--- config.mk ---
export PLATFORM = sky130hd
export DESIGN_NAME = btb_bht_predictor
export DESIGN_NICKNAME = d
export VERILOG_FILES = /design/src/rtl/bp_pkg.sv /design/src/rtl/bp_resolve.sv /design/src/rtl/btb_bht_predictor.sv
export SDC_FILE = /design/constraint.sdc
export NUM_CORES = 2
export LEC_CHECK = 0
export CAP_MARGIN = 20
export CORE_ASPECT_RATIO = 0.75
export CORE_UTILIZATION = 33
export DETAILED_ROUTE_END_ITERATION = 16
export PLACE_DENSITY_LB_ADDON = 0.05
export REMOVE_ABC_BUFFERS = 1
export SYNTH_ARGS = -nofsm -noshare
export SYNTH_HDL_FRONTEND = slang
export SYNTH_HIERARCHICAL = 1
export SYNTH_SLANG_ARGS = --single-unit
--- constraint.sdc ---
create_clock -name clk_i -period 4.57 [get_ports clk_i]
set_input_delay 0.6855 -clock clk_i [delete_from_list [all_inputs] [get_ports clk_i]]
set_output_delay 0.6855 -clock clk_i [all_outputs]
set_load 0.1 [all_outputs]
--- src/rtl/bp_pkg.sv ---
// Shared branch-predictor types: RV32 opcode/funct3 decode constants, BTB entry layout, mispredict codes.
// Pure definitions; no timing or flow-control behaviour.
package bp_pkg;

   localparam int BP_ENTRIES = 32;
   localparam int BP_XLEN    = 32;
   localparam int BP_IDX_W   = $clog2(BP_ENTRIES);
   localparam int BP_TAG_W   = BP_XLEN - BP_IDX_W - 2;

   localparam logic [6:0] OP_BRANCH = 7'b1100011;
   localparam logic [6:0] OP_JAL    = 7'b1101111;
   localparam logic [6:0] OP_JALR   = 7'b1100111;

   localparam logic [2:0] F3_BEQ  = 3'b000;
   localparam logic [2:0] F3_BNE  = 3'b001;
   localparam logic [2:0] F3_BLT  = 3'b100;
   localparam logic [2:0] F3_BGE  = 3'b101;
   localparam logic [2:0] F3_BLTU = 3'b110;
   localparam logic [2:0] F3_BGEU = 3'b111;

   typedef struct packed {
      logic                valid;
      logic [BP_TAG_W-1:0] tag;
      logic [BP_XLEN-1:0]  target;
      logic [1:0]          ctr;
   } btb_entry_t;

   typedef enum logic [1:0] {
      MP_NONE      = 2'b00,
      MP_NOT_TAKEN = 2'b01,
      MP_TAKEN     = 2'b10
   } mispredict_e;

   function automatic logic [1:0] ctr_inc(input logic [1:0] c);
      return (c == 2'b11) ? c : c + 2'b01;
   endfunction

   function automatic logic [1:0] ctr_dec(input logic [1:0] c);
      return (c == 2'b00) ? c : c - 2'b01;
   endfunction

endpackage

--- src/rtl/bp_resolve.sv ---
// Decides whether the EX instruction is a control transfer and whether it is actually taken.
// Purely combinational, zero latency; no flow control.
module bp_resolve
   import bp_pkg::*;
(
   input  logic [6:0] opcode,
   input  logic [2:0] funct3,
   input  logic       br_eq,
   input  logic       br_lt,
   output logic       is_ctrl,
   output logic       taken,
   output logic       is_jump
);

   always_comb begin
      is_ctrl = 1'b0;
      taken   = 1'b0;
      is_jump = 1'b0;
      case (opcode)
         OP_BRANCH: begin
            case (funct3)
               F3_BEQ:          begin is_ctrl = 1'b1; taken = br_eq;  end
               F3_BNE:          begin is_ctrl = 1'b1; taken = ~br_eq; end
               F3_BLT, F3_BLTU: begin is_ctrl = 1'b1; taken = br_lt;  end
               F3_BGE, F3_BGEU: begin is_ctrl = 1'b1; taken = ~br_lt; end
               default: ;
            endcase
         end
         OP_JAL, OP_JALR: begin
            is_ctrl = 1'b1;
            taken   = 1'b1;
            is_jump = 1'b1;
         end
         default: ;
      endcase
   end

endmodule

--- src/rtl/btb_bht_predictor.sv ---
// Direct-mapped BTB, optional 2-bit direction counters (BP_BHT_EN), plus mispredict statistics.
// Lookup and mispredict combinational; updates land on the next edge; no backpressure, one resolution per cycle.
module btb_bht_predictor
   import bp_pkg::*;
#(
   parameter int ENTRIES = BP_ENTRIES,
   parameter int XLEN    = BP_XLEN
)(
   input  logic            clk_i,
   input  logic            rst_i,
   input  logic [XLEN-1:0] pc_i,
   output logic            hit_o,
   output logic            taken_o,
   output logic [XLEN-1:0] predicted_pc_o,
   input  logic            ex_valid_i,
   input  logic [31:0]     inst_ex_i,
   input  logic [XLEN-1:0] pc_ex_i,
   input  logic [XLEN-1:0] target_ex_i,
   input  logic            br_eq_i,
   input  logic            br_lt_i,
   input  logic            pred_taken_ex_i,
   input  logic [XLEN-1:0] pred_pc_ex_i,
   output logic [1:0]      mispredict_o,
   output logic [XLEN-1:0] redirect_pc_o,
   output logic [31:0]     br_cnt_o,
   output logic [31:0]     miss_cnt_o
);

   localparam int IDX_W = $clog2(ENTRIES);
   localparam int TAG_W = XLEN - IDX_W - 2;

   logic [ENTRIES-1:0] valid;
   logic [TAG_W-1:0]   tag_mem [ENTRIES];
   logic [XLEN-1:0]    tgt_mem [ENTRIES];
`ifdef BP_BHT_EN
   logic [1:0]         ctr_mem [ENTRIES];
`endif

   logic [IDX_W-1:0] if_idx, ex_idx;
   logic [TAG_W-1:0] if_tag, ex_tag;
   logic             lk_hit, ex_hit;
   logic             is_ctrl, act_taken, is_jump, qual;
   mispredict_e      mp;
   logic             unused_bits;

   assign unused_bits = ^{inst_ex_i[31:15], inst_ex_i[11:7], pc_i[1:0]};

   assign if_idx = pc_i[IDX_W+1:2];
   assign if_tag = pc_i[XLEN-1:IDX_W+2];
   assign ex_idx = pc_ex_i[IDX_W+1:2];
   assign ex_tag = pc_ex_i[XLEN-1:IDX_W+2];

   assign lk_hit = valid[if_idx] && (tag_mem[if_idx] == if_tag);
   assign ex_hit = valid[ex_idx] && (tag_mem[ex_idx] == ex_tag);

   assign hit_o = ~rst_i & lk_hit;
`ifdef BP_BHT_EN
   assign taken_o = hit_o & ctr_mem[if_idx][1];
`else
   assign taken_o = hit_o;
`endif
   assign predicted_pc_o = taken_o ? tgt_mem[if_idx] : '0;

   bp_resolve u_resolve (
      .opcode  (inst_ex_i[6:0]),
      .funct3  (inst_ex_i[14:12]),
      .br_eq   (br_eq_i),
      .br_lt   (br_lt_i),
      .is_ctrl (is_ctrl),
      .taken   (act_taken),
      .is_jump (is_jump)
   );

   assign qual = ex_valid_i & ~rst_i & is_ctrl;

   always_comb begin
      mp = MP_NONE;
      if (qual) begin
         if (pred_taken_ex_i && !act_taken)
            mp = MP_NOT_TAKEN;
         else if (act_taken && (!pred_taken_ex_i || (pred_pc_ex_i != target_ex_i)))
            mp = MP_TAKEN;
      end
   end

   assign mispredict_o  = mp;
   assign redirect_pc_o = (mp == MP_NOT_TAKEN) ? pc_ex_i + XLEN'(4) :
                          (mp == MP_TAKEN)     ? target_ex_i : '0;

   // Tag/target arrays need no reset: valid bits gate every use of them.
   always_ff @(posedge clk_i) begin
      if (rst_i) begin
         valid      <= '0;
         br_cnt_o   <= '0;
         miss_cnt_o <= '0;
`ifdef BP_BHT_EN
         for (int i = 0; i < ENTRIES; i++) ctr_mem[i] <= 2'b00;
`endif
      end else if (qual) begin
         br_cnt_o <= br_cnt_o + 32'd1;
         if (mp != MP_NONE) miss_cnt_o <= miss_cnt_o + 32'd1;
         if (act_taken) begin
            valid[ex_idx]   <= 1'b1;
            tag_mem[ex_idx] <= ex_tag;
            tgt_mem[ex_idx] <= target_ex_i;
`ifdef BP_BHT_EN
            ctr_mem[ex_idx] <= is_jump ? 2'b11 :
                               ex_hit  ? ctr_inc(ctr_mem[ex_idx]) : 2'b10;
`endif
         end
`ifdef BP_BHT_EN
         else if (ex_hit) begin
            ctr_mem[ex_idx] <= ctr_dec(ctr_mem[ex_idx]);
         end
`endif
      end
   end

endmodule
Word-level counts from Yosys, hierarchy flattened
Memory sizes are Yosys's and may differ from the RTL's.
Index checks and enable logic that the tools add are counted.

storage, ports and cells
  register bits after elaboration = 96
  bits in writable memories = 1824
  input port bits = 166
  output and inout port bits = 132
  memories kept = 2

memories
  name     words  bits a word  rd ports  clocked after Yosys merged registers in  write ports  line                     source
  tgt_mem  32     32           1         0                                        1            btb_bht_predictor.sv:34  logic [XLEN-1:0] tgt_mem [ENTRIES];
  tag_mem  32     25           1         0                                        1            btb_bht_predictor.sv:33  logic [TAG_W-1:0] tag_mem [ENTRIES];

cells by class
  $add $sub $neg = 3
  $lt $le $gt $ge = 3
  equal/unequal tests = 12
  mux-type cells = 18
  bitwise operators = 7
  reduce and logical (&&, ||, !) cells = 15

operator list
  cell                                                         count
  two-way mux 32 bit                                           3
  adder 32 x 1 -> 32 bit (second input constant)               2
  adder 32 x 3 -> 32 bit (second input constant)               1
  inequality test 32 bit                                       1
  OR 32 bit                                                    1
  == test 25 bit                                               1
  == test 7 bit (second input constant)                        3
  == test 3 bit (second input constant)                        4
  less-than comparator 5 x 6 -> 1 bit (second input constant)  2
  two-way mux 1 bit                                            7
  two-way mux 2 bit                                            3
  OR reduction 2 bit                                           3
  OR reduction 6 bit                                           1
  binary-select mux 1 bit (select 5 bit)                       1
  demux 1 bit (select 5 bit)                                   1
  >= comparator 5 x 1 -> 1 bit (second input constant)         1
  logical AND 1 bit                                            4
  one-hot mux 1 bit (2 select lines)                           2
  one-hot mux 1 bit (4 select lines)                           1
  AND reduction 2 bit                                          2
  AND 1 bit                                                    3
  == test 3 x 1 -> 1 bit (second input constant)               1
  logical NOT 3 bit                                            1
  NOT 1 bit                                                    3
  other kinds (5)                                              6

Depth between registers and ports, before layout
  depth in word-level cells = 11
  gate-level depth with buffers = 15

By module
The synthesis kept the hierarchy.

modules (own cells, without submodules)
  module             instances  cells each  area an instance (µm²)  sequential area each (µm²)
  btb_bht_predictor  1          3568        75254.7                 56694.4
  bp_resolve         1          12          80.1                    0.0

Worst setup path before layout
OpenSTA, ideal clock, no wires.

  path type = input to output
  start point = in pc_i[3]
  end point = out predicted_pc_o[22]
  data arrival time = 5788 ps
  required time = 3885 ps
  setup slack = -1903 ps
  cell stages on the path = 13
  buffers on the path = 7
  path through = buf_6 -> buf_6 -> buf_6 -> buf_6 -> buf_2 -> buf_2 -> a31oi_1 -> a31oi_1 -> xor2_1 -> nor4_4 -> nand4b_4 -> buf_6 -> nor4_1

on the way
  longest elaborated chain between the ends = 5
  elaborated cells on any way between the ends = 8
  classes of those cells = 1 x eq/ne; 3 x mux; 1 x bitwise; 1 x reduce/logical; 2 x memory

ends and longest elaborated chain
  element                                                                              line                     source
  start, declared                                                                      btb_bht_predictor.sv:11  input logic [XLEN-1:0] pc_i,
  memory read (32 x 25 bit) or binary-select mux 1 bit (select 5 bit) (tied branches)  --
  == test 25 bit or two-way mux 1 bit (tied branches)                                  btb_bht_predictor.sv:53  assign lk_hit = valid[if_idx] && (tag_mem[if_idx] == if_tag);
  logical AND 1 bit                                                                    btb_bht_predictor.sv:53
  AND 1 bit                                                                            btb_bht_predictor.sv:56  assign hit_o = ~rst_i & lk_hit;
  two-way mux 32 bit (*)                                                               btb_bht_predictor.sv:62  assign predicted_pc_o = taken_o ? tgt_mem[if_idx] : '0;
  end, declared                                                                        btb_bht_predictor.sv:14  output logic [XLEN-1:0] predicted_pc_o,

Mark *: on every way between the ends. The rest lies on a longest branch, timed or not. The select of a mux whose other input is x is not followed.

Final worst setup path
  start point = in pc_i[2]
  end point = out predicted_pc_o[13]

Same word-level chain as after synthesis.

==> summary.md <==
| Metric | Value |
|---|---|
| Status | `finished with violations` |
| Failing checks | `setup timing` |
| Site Rows | `approximately 150` |
| Cells after DPL | `approximately 7,100` |
| Crit end category | `primary output` |
| CP top delay family | `buffers and inverters` |
| Average wire per standard cell | `about 33 um` |
| Vias post-DR | `around 40,000` |
| Horiz. Die Dim | `554 um` |
| Met3 GRT Util | `roughly 3.5%` |
| Place WS | `-0.726 ns` |
| Max rail drop VDD | `~0.28 mV` |
| TritonCTS clock tree | `done` |
| Post-synthesis cell area | `75,300 um2` |
| Vias in the first global route | `roughly 40,000` |
| Bufs and invs on worst path | `9` |
| Final Non-Filler Cells | `about 7,500` |
| Crit path max fanout | `11` |
| Reg clk slew, reported paths | `roughly 0.060 ns` |
| Synth async-reset ratio | `0%` |
| RSZ-0062 raised after global routing | `yes` |
| CP Data Required Time | `slightly below 4 ns` |
| Max incr delay on CP | `0.37 ns` |
| Number of buffers created by CTS | `between 200 and 250` |
| DRT iter0 DRCs | `slightly above 4,000` |
| Pin count of the biggest net entering global routing | `104` |
| Core Box Area | `between 200,000 and 250,000 um2` |
| Synth cell types | `between 70 and 80` |
| CTS root buf | `clkbuf_16` |
| Share of layout cells above drive strength 1 | `31.5%` |
| Hold Crit Class | `in2reg` |
| Synth warnings | `6` |
| Tcrit/Tclk final | `110%` |
| Drt total wl | `250,000 um` |
| CTS sink count | `between 1,500 and 2,000` |
| Initial antenna violation count | `18` |
| Leakage power | `~30 nW` |
| Fin worst setup slack | `-0.476 ns` |
| R2R Setup Slk | `1.61 ns` |
| Pins over their slew limit | `0` |
| Layout net count | `4,533` |
| Synthesized instance count | `3,580` |
| GR Util met2 | `between 30% and 40%` |
| Die height | `around 420 um` |
| Relative max-transition margin | `30.3%` |
| Clk_lat worst skew | `0.83 ns` |
| Power after layout | `~37 mW` |
| Crit path cell chain | `buf_8 -> buf_12 -> buf_4 -> or3b_4 -> o22a_1 -> o221ai_1 -> o31ai_2 -> o211ai_1 -> buf_4 -> a211oi_4 -> nand4b_4 -> buf_12 -> buf_16 -> buf_8 -> nor4_4 -> buf_4 -> buf_12` |
| GRT Max-Usage Layer | `met2` |
| M1 GR Usage | `32.3%` |
| Fin util | `between 40 and 50%` |
| End of the critical path | `predicted_pc_o[13]` |
| Router iterations before antenna repair | `5` |
| H-tree Lvls | `4` |
| Seq/Total Area, Yosys | `approximately 75%` |
| Setup Skew | `between 0.015 and 0.02 ns` |
| Grt ovf | `0` |
| Reg2reg end | `miss_cnt_o[20]` |
| Max frequency | `around 200 MHz` |
| R2R cell count | `8` |
| Maximum root-to-sink buffer count | `4` |
| Critical path depth | `17` |
| Slew @ Worst Pin | `1.05 ns` |
| Vias per cell | `between 5 and 6` |
| Synth Area per Inst | `21.0 um2` |
| Yosys reg bits | `about 1,900` |
| Startpoint Class | `primary input` |
| Finish-stage setup viols | `34` |
| Top FF cell, synth | `edfxtp_1` |
| Max cap viols | `0` |
| Setup Crit Path Kind | `in2out` |
| I/O Buffers | `between 200 and 300` |
| Number of synthesized flops with an enable pin | `1,824` |
| Area growth from synthesis to layout | `24.2%` |
| First-pass GRT wire length | `~340,000 um` |
| RePlAce Congestion | `just under 0.8` |
| Starting Density | `around a third` |
| Critical Path AT | `approximately 4.4 ns` |
| Crit Reg-Reg Startpoint | `miss_cnt_o[2]` |
| Crit path from | `pc_i[2]` |
| DRT antenna net count | `0` |
| Detail Placement HPWL | `about 150,000 um` |
| Minimum clock period | `just over 5 ns` |
| Final Hold Viols | `0` |
| I/O pin total | `a little under 300` |
| Cell Pwr Density | `between 300 and 400 nW/um2` |
| DRC viols | `0` |
| GRT Total Usage | `21.6%` |
| CP max stage cell | `a211oi_4` |
| Die ar. | `approximately 230,000 um2` |
-- area by class of cell --
cell class | instances | area [um2]
multi-input combinational | 1468 | 18400
inverter | 10 | 42.5
fill | 20000 | 133000
sequential | 1920 | 56700
clock inverter | 94 | 677
timing repair buffer | 757 | 8550
clock buffer | 261 | 5450
antenna | 3 | 7.51
tap | 2983 | 3730
-- cells in the mapped netlist, types with 15 or more instances --
library cell,instances,share of area [%]
edfxtp_1,1824,73
mux4_2,490,15
nor2_1,173,0.86
mux2i_1,139,1.8
dfxtp_1,96,2.6
nand2_1,92,0.46
buf_2,78,0.52
xor2_1,67,0.78
xnor2_1,66,0.77
clkbuf_1,56,0.28
o21ai_0,44,0.29
nand3_1,43,0.29
a22oi_1,32,0.32
nor4_1,32,0.27
a21oi_1,24,0.16
nand4_1,23,0.19
and3_1,21,0.17
buf_6,19,0.28
o22ai_1,19,0.16
buf_4,15,0.15
or3_1,15,0.12
-- worst min-delay path by stage --
| stage | start | endpoint | slack, ns | depth (start not counted) |
|---|---|---|---|---|
| after floorplan | valid[12] | valid[12] | 0.43 | 2 |
| after global placement | valid[26] | valid[26] | 0.45 | 2 |
| after detailed placement | valid[8] | valid[8] | 0.45 | 2 |
| after CTS | target_ex_i[7] | tgt_mem[14][7] | 0.28 | 1 |
| after global routing | target_ex_i[7] | tgt_mem[14][7] | 0.31 | 1 |
| final | target_ex_i[7] | tgt_mem[14][7] | 0.36 | 1 |
-- stage by stage --
step           cell area, um2  TNS (ns)  hold WS [ns]
4_1_cts                 93500    -12.67         0.276
3_5_place_dp            86600    -17.88         0.455
2_1_floorplan           74400   -500.79         0.435
3_3_place_gp            86600    -17.97         0.446
5_1_grt                 93600    -16.82         0.310
6_report                93600    -12.61         0.356
-- flip-flops by register name (all words and copies together) (netlist names) --
signal / flops
br_cnt_o: 32
miss_cnt_o: 32
tag_mem: 800
tgt_mem: 1024
valid: 32
-- routing by layer --
metal | routed length [um] | vias to the layer above
met5 | 0 | -
met4 | 5270 | 0
met3 | 13800 | 272
met2 | 114000 | 1240
met1 | 118000 | 21700
li1 | - | 16500
-- worst reg2reg max path, delay by kind of cell (launching register included) --
kind             cells  cell delay (ns)
AND/OR/NAND/NOR      7             2.28
flip-flops           1             0.45
AO/OA/AOI/OAI        1             0.15
-- repair_timing --
item | CTS | global route
buffers inserted | 9 | 1
hold buffers | 0 | 0
gates resized for setup | 81 | 16
gates cloned | 4 | 1
pin swaps | 40 | 9
endpoints found under the setup margin | 34 | 34
-- report_power, final --
group	internal (mW)	switching, mW
registers	19.2	0.000228
logic	0.889	1.21
clock network	8.87	6.83
total	29.0	8.04
-- cell families (layout without fill, tap and decap cells) --
group / Yosys count / count (layout) / share of synthesized area, %
compound gates: 201 / 201 / 1.83
xor+xnor: 133 / 133 / 1.55
fa+ha+maj: 6 / 6 / 0.0996
buf+inv: 192 / 1122 / 1.35
flops: 1920 / 1920 / 75.3
mux: 632 / 632 / 16.5
other cells: 0 / 3 / 0
simple gates: 496 / 496 / 3.38
-- cells in the final DEF, fill, tap and decap left out, drive strengths merged, types with 9 or more instances in the layout --
| master | instances |
|---|---|
| a21oi | 25 |
| a221oi | 13 |
| a22oi | 32 |
| and2 | 12 |
| and3 | 21 |
| buf | 561 |
| bufinv | 9 |
| clkbuf | 262 |
| clkdlybuf4s50 | 194 |
| clkinv | 81 |
| dfxtp | 96 |
| edfxtp | 1824 |
| inv | 10 |
| mux2i | 139 |
| mux4 | 490 |
| nand2 | 92 |
| nand3 | 43 |
| nand3b | 13 |
| nand4 | 23 |
| nand4b | 9 |
| nor2 | 174 |
| nor2b | 13 |
| nor3 | 12 |
| nor4 | 43 |
| o21ai | 54 |
| o22ai | 19 |
| or3 | 15 |
| xnor2 | 66 |
| xor2 | 67 |
Note: power is estimated with default switching activity, not from simulation.
